`config.mk`:
```
export PLATFORM = sky130hd
export DESIGN_NAME = series_ctrl_flat
export DESIGN_NICKNAME = d
export VERILOG_FILES = /design/src/rtl/series_ctrl_pkg.sv /design/src/rtl/series_ctrl_if.sv /design/src/rtl/series_step_cnt.sv /design/src/rtl/series_ctrl.sv /design/src/flat_wrapper.sv
export SDC_FILE = /design/constraint.sdc
export NUM_CORES = 1
export LEC_CHECK = 0
export ABC_AREA = 0
export BUFFER_PORTS_ARGS = -buffer_cell sky130_fd_sc_hd__buf_2
export CORE_UTILIZATION = 55
export CTS_BUF_LIST = sky130_fd_sc_hd__clkbuf_2 sky130_fd_sc_hd__clkbuf_4 sky130_fd_sc_hd__clkbuf_8
export DETAILED_ROUTE_END_ITERATION = 8
export PLACE_DENSITY_LB_ADDON = 0.2
export SLEW_MARGIN = 20
export SYNTH_ARGS = -nofsm -noshare
export SYNTH_HDL_FRONTEND = slang
export SYNTH_SLANG_ARGS = --single-unit
```
`constraint.sdc`:
```
create_clock -name clk -period 2.8 [get_ports clk]
set_clock_uncertainty 0.05 [all_clocks]
set_input_delay 0 -clock clk [delete_from_list [all_inputs] [get_ports clk]]
set_output_delay 0 -clock clk [all_outputs]
set_load 0.01 [all_outputs]
```
`src/rtl/series_ctrl_pkg.sv`:
```
// Shared types and helpers for the series evaluator controller.
// State encoding is fixed because it is exported on the debug state port.
package series_ctrl_pkg;

    typedef enum logic [2:0] {
        S_IDLE  = 3'd0,
        S_INIT  = 3'd1,
        S_BEGIN = 3'd2,
        S_MULT  = 3'd3,
        S_ADD   = 3'd4
    } state_t;

    function automatic int unsigned cnt_width(input int unsigned terms);
        return $clog2(terms + 1);
    endfunction

    function automatic int unsigned step_width(input int unsigned steps);
        return (steps > 1) ? $clog2(steps) : 1;
    endfunction

    // Zero terms behaves as one; requests above the supported maximum saturate.
    function automatic int unsigned calc_n_eff(input int unsigned n, input int unsigned terms);
        if (n == 0)
            return 1;
        if (n > terms)
            return terms;
        return n;
    endfunction

endpackage

```
`src/rtl/series_ctrl_if.sv`:
```
// Control/status bundle between the series controller and its user/datapath.
interface series_ctrl_if #(
    parameter int unsigned TERMS      = 8,
    parameter int unsigned MULT_STEPS = 3
);
    localparam int unsigned CNT_W  = series_ctrl_pkg::cnt_width(TERMS);
    localparam int unsigned STEP_W = series_ctrl_pkg::step_width(MULT_STEPS);

    logic              start;
    logic              abort;
    logic [CNT_W-1:0]  n_terms;
    logic              done;
    logic              busy;
    logic              result_valid;
    logic              ldx;
    logic              init_t;
    logic              ld_t;
    logic              init_r;
    logic              ld_r;
    logic              sel_x;
    logic [CNT_W-1:0]  term_idx;
    logic [STEP_W-1:0] step;
    logic [2:0]        state;

    modport master (
        output start, abort, n_terms,
        input  done, busy, result_valid, ldx, init_t, ld_t, init_r, ld_r,
               sel_x, term_idx, step, state
    );

    modport slave (
        input  start, abort, n_terms,
        output done, busy, result_valid, ldx, init_t, ld_t, init_r, ld_r,
               sel_x, term_idx, step, state
    );
endinterface

```
`src/rtl/series_step_cnt.sv`:
```
// Nested multiply-step / term counter for the series controller.
module series_step_cnt #(
    parameter int unsigned MULT_STEPS = 3,
    parameter int unsigned CNT_W      = 4,
    parameter int unsigned STEP_W     = 2
) (
    input  logic              clk,
    input  logic              rst,
    input  logic              clr,
    input  logic              en_step,
    input  logic              en_term,
    input  logic [CNT_W-1:0]  n_eff,
    output logic [STEP_W-1:0] step,
    output logic [CNT_W-1:0]  term_idx,
    output logic              last_step,
    output logic              last_term
);
    always_ff @(posedge clk) begin
        if (rst || clr) begin
            step     <= '0;
            term_idx <= '0;
        end else begin
            if (en_step)
                step <= last_step ? '0 : step + STEP_W'(1);
            if (en_term)
                term_idx <= term_idx + CNT_W'(1);
        end
    end

    always_comb begin
        last_step = (step == STEP_W'(MULT_STEPS - 1));
        last_term = (term_idx == n_eff - CNT_W'(1));
    end
endmodule

```
`src/rtl/series_ctrl.sv`:
```
// FSM controller sequencing the x/t/r datapath: r += t, t built by MULT_STEPS multiplies.
module series_ctrl
    import series_ctrl_pkg::*;
#(
    parameter int unsigned TERMS      = 8,
    parameter int unsigned MULT_STEPS = 3
) (
    input  logic           clk,
    input  logic           rst,
    series_ctrl_if.slave   bus
);
    localparam int unsigned CNT_W  = cnt_width(TERMS);
    localparam int unsigned STEP_W = step_width(MULT_STEPS);

    state_t            state_q, state_d;
    logic [CNT_W-1:0]  n_eff_q;
    logic              valid_q;
    logic              clr, en_step, en_term, set_valid;
    logic              last_step, last_term;
    logic [STEP_W-1:0] step;
    logic [CNT_W-1:0]  term_idx;

    series_step_cnt #(
        .MULT_STEPS (MULT_STEPS),
        .CNT_W      (CNT_W),
        .STEP_W     (STEP_W)
    ) u_cnt (
        .clk       (clk),
        .rst       (rst),
        .clr       (clr),
        .en_step   (en_step),
        .en_term   (en_term),
        .n_eff     (n_eff_q),
        .step      (step),
        .term_idx  (term_idx),
        .last_step (last_step),
        .last_term (last_term)
    );

    always_ff @(posedge clk) begin
        if (rst) begin
            state_q <= S_IDLE;
            n_eff_q <= '0;
            valid_q <= 1'b0;
        end else begin
            state_q <= state_d;
            valid_q <= set_valid;
            if (state_q == S_INIT)
                n_eff_q <= CNT_W'(calc_n_eff(int'(bus.n_terms), TERMS));
        end
    end

    always_comb begin
        state_d   = state_q;
        clr       = 1'b0;
        en_step   = 1'b0;
        en_term   = 1'b0;
        set_valid = 1'b0;
        case (state_q)
            S_IDLE: begin
                clr = 1'b1;
                if (bus.start)
                    state_d = S_INIT;
            end
            S_INIT: begin
                clr = 1'b1;
                if (!bus.start)
                    state_d = S_BEGIN;
            end
            S_BEGIN: begin
                clr     = 1'b1;
                state_d = S_MULT;
            end
            S_MULT: begin
                en_step = 1'b1;
                if (last_step)
                    state_d = S_ADD;
            end
            S_ADD: begin
                if (last_term) begin
                    state_d   = S_IDLE;
                    clr       = 1'b1;
                    set_valid = 1'b1;
                end else begin
                    en_term = 1'b1;
                    state_d = S_MULT;
                end
            end
            default: state_d = S_IDLE;
        endcase
        // Abort overrides everything, including completion in the final ADD.
        if (bus.abort && state_q != S_IDLE) begin
            state_d   = S_IDLE;
            clr       = 1'b1;
            en_step   = 1'b0;
            en_term   = 1'b0;
            set_valid = 1'b0;
        end
    end

    always_comb begin
        bus.done         = (state_q == S_IDLE);
        bus.busy         = (state_q != S_IDLE);
        bus.result_valid = valid_q;
        bus.ldx          = (state_q == S_BEGIN);
        bus.init_t       = (state_q == S_BEGIN);
        bus.init_r       = (state_q == S_BEGIN);
        bus.ld_t         = (state_q == S_BEGIN) || (state_q == S_MULT);
        bus.ld_r         = (state_q == S_BEGIN) || (state_q == S_ADD);
        bus.sel_x        = (state_q == S_MULT) && last_step;
        bus.term_idx     = term_idx;
        bus.step         = step;
        bus.state        = state_q;
    end
endmodule

```
`src/flat_wrapper.sv`:
```
// flat-port wrapper written by rule: the top's interface ports become plain ports
module series_ctrl_flat import series_ctrl_pkg::*;
#(
    parameter int unsigned TERMS      = 8,
    parameter int unsigned MULT_STEPS = 3
)
  (clk, rst, bus_start, bus_abort, bus_n_terms, bus_done, bus_busy, bus_result_valid, bus_ldx, bus_init_t, bus_ld_t, bus_init_r, bus_ld_r, bus_sel_x, bus_term_idx, bus_step, bus_state);
  series_ctrl_if #(.TERMS(TERMS), .MULT_STEPS(MULT_STEPS)) bus_i ();
  input  logic clk;
  input  logic rst;
  input wire logic [$bits(bus_i.start)-1:0] bus_start;
  input wire logic [$bits(bus_i.abort)-1:0] bus_abort;
  input wire logic [$bits(bus_i.n_terms)-1:0] bus_n_terms;
  output wire logic [$bits(bus_i.done)-1:0] bus_done;
  output wire logic [$bits(bus_i.busy)-1:0] bus_busy;
  output wire logic [$bits(bus_i.result_valid)-1:0] bus_result_valid;
  output wire logic [$bits(bus_i.ldx)-1:0] bus_ldx;
  output wire logic [$bits(bus_i.init_t)-1:0] bus_init_t;
  output wire logic [$bits(bus_i.ld_t)-1:0] bus_ld_t;
  output wire logic [$bits(bus_i.init_r)-1:0] bus_init_r;
  output wire logic [$bits(bus_i.ld_r)-1:0] bus_ld_r;
  output wire logic [$bits(bus_i.sel_x)-1:0] bus_sel_x;
  output wire logic [$bits(bus_i.term_idx)-1:0] bus_term_idx;
  output wire logic [$bits(bus_i.step)-1:0] bus_step;
  output wire logic [$bits(bus_i.state)-1:0] bus_state;
  assign bus_i.start = bus_start;
  assign bus_i.abort = bus_abort;
  assign bus_i.n_terms = bus_n_terms;
  assign bus_done = bus_i.done;
  assign bus_busy = bus_i.busy;
  assign bus_result_valid = bus_i.result_valid;
  assign bus_ldx = bus_i.ldx;
  assign bus_init_t = bus_i.init_t;
  assign bus_ld_t = bus_i.ld_t;
  assign bus_init_r = bus_i.init_r;
  assign bus_ld_r = bus_i.ld_r;
  assign bus_sel_x = bus_i.sel_x;
  assign bus_term_idx = bus_i.term_idx;
  assign bus_step = bus_i.step;
  assign bus_state = bus_i.state;
  series_ctrl #(.TERMS(TERMS), .MULT_STEPS(MULT_STEPS)) u_core (.clk(clk), .rst(rst), .bus(bus_i));
endmodule
```
# Word level (Yosys, flattened, before mapping)
# Index checks and enable logic that the tools add are counted.
dict set report word_totals {
  reg_bits 14
  input_bits 8
  output_inout_bits 18
  word_cells 56
}
dict set report op_classes {
  add_sub_neg 3
  magnitude_cmp 1
  eq_ne 9
  mux 25
  n_bitwise 1
  reduce_logical 12
}
# cell n
set op_table {}
lappend op_table {{1-bit 2-to-1 mux} 15}
lappend op_table {{3-bit one-hot mux with 5 select lines} 1}
lappend op_table {{4-bit 2-to-1 mux} 3}
lappend op_table {{3-bit 2-to-1 mux} 3}
lappend op_table {{3-bit by 2-bit equality test with 1-bit output, second input constant} 2}
lappend op_table {{3-bit OR reduction} 2}
lappend op_table {{4-bit by 1-bit adder with 4-bit output, second input constant} 1}
lappend op_table {{4-bit equality test} 1}
lappend op_table {{4-bit greater-than comparator, second input constant} 1}
lappend op_table {{4-bit zero test} 1}
lappend op_table {{2-bit 2-to-1 mux} 2}
lappend op_table {{2-bit != test, second input constant} 2}
lappend op_table {{4-bit by 1-bit subtractor with 4-bit output, second input constant} 1}
lappend op_table {{3-bit by 1-bit equality test with 1-bit output, second input constant} 1}
lappend op_table {{3-bit equality test, second input constant} 1}
lappend op_table {{3-bit zero test} 1}
lappend op_table {{1-bit logical OR} 3}
lappend op_table {{3-bit AND reduction} 1}
lappend op_table {{3-bit nonzero test} 1}
lappend op_table {{2-bit by 1-bit adder with 2-bit output, second input constant} 1}
lappend op_table {{2-bit equality test, second input constant} 1}
lappend op_table {{1-bit logical AND} 2}
lappend op_table {{2-bit by 1-bit != test with 1-bit output, second input constant} 1}
lappend op_table {{1-bit one-hot mux with 2 select lines} 1}
lappend op_table {{2 further kinds} 2}

# Longest topological paths before layout
dict set report depth {
  depth_word 9
  mapped_depth 8
  depth_no_buf 7
}

# By module
# Synthesis repeated with hierarchy kept, for this count alone.
dict set report hier_totals {
  hier_cells 93
  hier_area_um2 772.0
}
# mod instances cells_per_inst area_per_inst_um2 seq_area_each_um2
set modules_own_cells {}
lappend modules_own_cells {series_ctrl 1 55 435.4 160.2}
lappend modules_own_cells {series_step_cnt 1 38 336.6 120.1}

# Least setup slack after synthesis
# OpenSTA, ideal clock, no wires.
dict set report synth_path {
  kind {reg2reg}
  start {register u_core.n_eff_q[0]}
  end {register u_core.u_cnt.term_idx[3]}
  setup_time_ns 0.066
  t_arrival_ns 1.695
  t_required_ns 2.684
  slack_ns 0.989
  stages_incl_launch_ff 9
  n_path_buf 1
  synth_period_minus_slack_ns 1.811
  path_cell_list {dfxtp_1 inv_1 ha_1 xor2_1 nand3_2 nor3_1 or4_4 buf_6 a21oi_2}
}
dict set report synth_between {
  elab_chain_len 6
  elab_cells_between_ends 9
  classes_between {add/sub: 1; eq/ne: 1; mux: 6; reduce/logical: 1}
}
# item line_no
set synth_rtl {}
lappend synth_rtl {{from (decl)} series_ctrl.sv:16} ;# logic [CNT_W-1:0] n_eff_q;
lappend synth_rtl {{from (signal assigned)} series_ctrl.sv:49} ;# n_eff_q <= CNT_W'(calc_n_eff(int'(bus.n_terms), TERMS));
lappend synth_rtl {{4-bit by 1-bit subtractor with 4-bit output (*)} series_step_cnt.sv:32} ;# last_term = (term_idx == n_eff - CNT_W'(1));
lappend synth_rtl {{4-bit equality test (*)} series_step_cnt.sv:32}
lappend synth_rtl {{1-bit 2-to-1 mux} series_ctrl.sv:80} ;# if (last_term) begin
lappend synth_rtl {{1-bit one-hot mux with 2 select lines} series_ctrl.sv:59} ;# case (state_q)
lappend synth_rtl {{1-bit 2-to-1 mux} series_ctrl.sv:92} ;# if (bus.abort && state_q != S_IDLE) begin
lappend synth_rtl {{1-bit logical OR} series_step_cnt.sv:19} ;# if (rst || clr) begin
lappend synth_rtl {{to (signal assigned)} series_step_cnt.sv:26} ;# term_idx <= term_idx + CNT_W'(1);
lappend synth_rtl {{to (decl)} series_step_cnt.sv:14} ;# output logic [CNT_W-1:0] term_idx,
# Every way passes the cells marked *; elsewhere a longest branch is shown, timed or not.
# A chain may end at the register's enable or synchronous reset.

# Worst setup path after layout
dict set report layout_path {
  start {register u_core.n_eff_q[0]}
  end {register u_core.u_cnt.term_idx[2]}
}
# Same word-level chain as after synthesis.

==> impl_metrics.tcl <==
set metrics [dict create \
    grt_max_degree 12 \
    drive_above_1_share_pct 32.5 \
    portBuffers 25 \
    nNetsFinal 128 \
    clk_pin_slew_worst_paths_ps 90 \
    finalWirelength_mm 1.47 \
    post-route-period-util_pct 67.0 \
    rsz0062_at_grt "no" \
    dr.pass1.iters 4 \
    synth_compound_area_share_pct 12.2 \
    place_hpwl_mm 1.15 \
    drt_iter0_drc 19 \
    grt_pass1_vias 578 \
    p_total_mw 0.408 \
    cp.arrival_ps 2050 \
    design_area_um2 935 \
    synth_area_leaders "dfxtp_1 36%, nor2_1 6.7%, a21oi_1 5.1%" \
    rows 13 \
    yosys.area_share.xor_xnor_pct 9.63 \
    final_hold_viol_count 0 \
    slew_headroom_pct 78.7 \
    fp.coreArea_um2 1320 \
    num_antenna_cells 0 \
    num_io_pins 26 \
    critPathMaxFanout 6 \
    crit_chain "inv_1 > ha_1 > xor2_1 > nand3_2 > nor3_1 > or4_4 > nor2_2" \
    power.density_nw_per_um2 436 \
    antenna_found_initial 0 \
    drv_cap 0 \
    setup_violations 0 \
    synth-simple-area-share_pct 28.7 \
    power_leakage_nw 0.435 \
    synthArstFlopShare_pct 0 \
    mostFrequentLayoutCells "25 x buf_2, 14 x nor2_1, 14 x dfxtp_1, 8 x a21oi_1" \
    syn-cell-area_um2 779 \
    cts_root_buffer "clkbuf_4" \
    syn_nets 101 \
    cts_buffer_depth 2 \
    crit_family "simple AND/OR/NAND/NOR gates" \
    synth-adder-area-share_pct 3.21 \
    final_core_util_pct 70.9 \
    cts.sinks 14 \
    fin_crit_ps 1880 \
    grt_pass1_wl_mm 2.40 \
    fin_setup_tns_ps 0 \
    layout_commonest_cell "buf_2" \
    cts_resized 0 \
    ant_nets 0 \
    critical-path-max-stage-delay_ps 560 \
    synthMuxAreaShare_pct 2.57 \
    setup_slack_ps 923 \
    critical_path_required_ps 2970 \
    fmax_mhz 533 \
    vias 660 \
    placed_cell_area_um2 878 \
    grt.overflow.total 0 \
    synth.top_cell.area_share_pct 36.0 \
    path_class "reg -> reg" \
    h-tree-depth 1 \
    ir_drop_mv 0.293 \
    pre_cts_ws_ps 929 \
    gp_congestion 0.707 \
    syn_avg_cell_area_um2 8.57 \
    yosysTopAreaCell "dfxtp_1" \
    clk_latency_ps 270 \
    initial_core_util_pct 59.2 \
    worst-path-buf-inv 1 \
    synth_top_family_by_area "simple AND/OR/NAND/NOR gates" \
    synth_edf_count 0 \
    synth_cell_types 28 \
    post_cts_buffers 0 \
    die_h_um 39.6 \
    syn_to_final_growth_pct 19.9 \
    holdWs_ps 28.6 \
    detail_route.vias_per_cell 5.00 \
    ys_seq_area_share_pct 36.0 \
    status "complete, no violations" \
    cts_tree "built" \
    tightest_slew_ps 317 \
    post_drt_wl_per_cell_um 11.1 \
    dp_cells 126 \
    critPathSlowestCell "or4_4" \
    ys_warn_count 0 \
    cts_made_buffers 3 \
    grt_usage_pct 22.4 \
    die_x_um 39.6 \
    critPathLaunchType "register" \
    fillCellCount 113 \
    crit_path_end_kind "register" \
    instances_no_fill 132 \
    r2r_slack_ps 920 \
    min_path_type "in -> reg" \
    die_area_um2 1570 \
    drc 0 \
    yosys_register_bits 14 \
    synth-main-ff-cell "dfxtp_1" \
    drv_slew 0 \
    syn-instance-count 91 \
]
==> metal layers <==
metal / track usage, % / vias up / wire (um) / share of wire (%)
met1: 28.9 / 294 / 724 / 49
met3: 3.41 / 0 / 39 / 2.7
met5: 0 / - / 0 / 0
met2: 38.1 / 10 / 704 / 48
met4: 5.17 / 0 / 0 / 0
li1: - / 356 / - / -
==> state kept, by name (all words and copies together) (netlist names) <==
register                 count
u_core.bus.result_valid      1
u_core.bus.state             3
u_core.n_eff_q               4
u_core.u_cnt.step            2
u_core.u_cnt.term_idx        4
==> worst paths after layout <==
check	from	to	cells after the start
max	u_core.n_eff_q[0]	u_core.u_cnt.term_idx[2]	7
min	bus_n_terms[3]	u_core.n_eff_q[1]	4
max reg2reg	u_core.n_eff_q[0]	u_core.u_cnt.term_idx[2]	7
min reg2reg	u_core.u_cnt.step[0]	u_core.u_cnt.step[1]	2
==> area by class of cell <==
type / instances / area [um^2] / share of cell area (%)
Sequential cell: 14 / 280 / 30.0
Timing Repair Buffer: 27 / 145 / 15.5
Clock buffer: 4 / 36.3 / 3.88
Inverter: 4 / 15.0 / 1.61
Multi-Input combinational cell: 68 / 439 / 47.0
Tap cell: 15 / 18.8 / 2.01
==> where the power goes <==
group          switching (mW)  internal (mW)
clock                  0.0655         0.0790
combinational          0.0286         0.0248
sequential            0.00651          0.203
total                   0.101          0.307
==> cells in the mapped netlist (3+ instances only) <==
cell type  instances
a21oi_1            8
buf_4              3
dfxtp_1           14
inv_1              4
nand2_1            4
nor2_1            14
nor2_2             4
nor3_1             4
nor3b_1            3
xor2_1             4
==> repair_timing <==
item,in CTS,in global routing
endpoints found under the setup margin,0,0
hold endpoints to repair,4,0
hold buffers,2,0
==> tightest hold or removal path, delay by kind of cell <==
kind / cells / cell delay, ps
AO/OA/AOI/OAI: 1 / 110
AND/OR/NAND/NOR: 2 / 90
buffers and inverters: 1 / 110
==> kinds of logic after synthesis <==
| logic type | count (synthesis) |
|---|---|
| multiplexers | 2 |
| buffers and inverters | 9 |
| adder cells (fa/ha/maj) | 2 |
| AO/OA/AOI/OAI | 16 |
| flip-flops | 14 |
| AND/OR/NAND/NOR | 41 |
| XOR/XNOR | 7 |
Note: power is estimated with default switching activity, not from simulation.
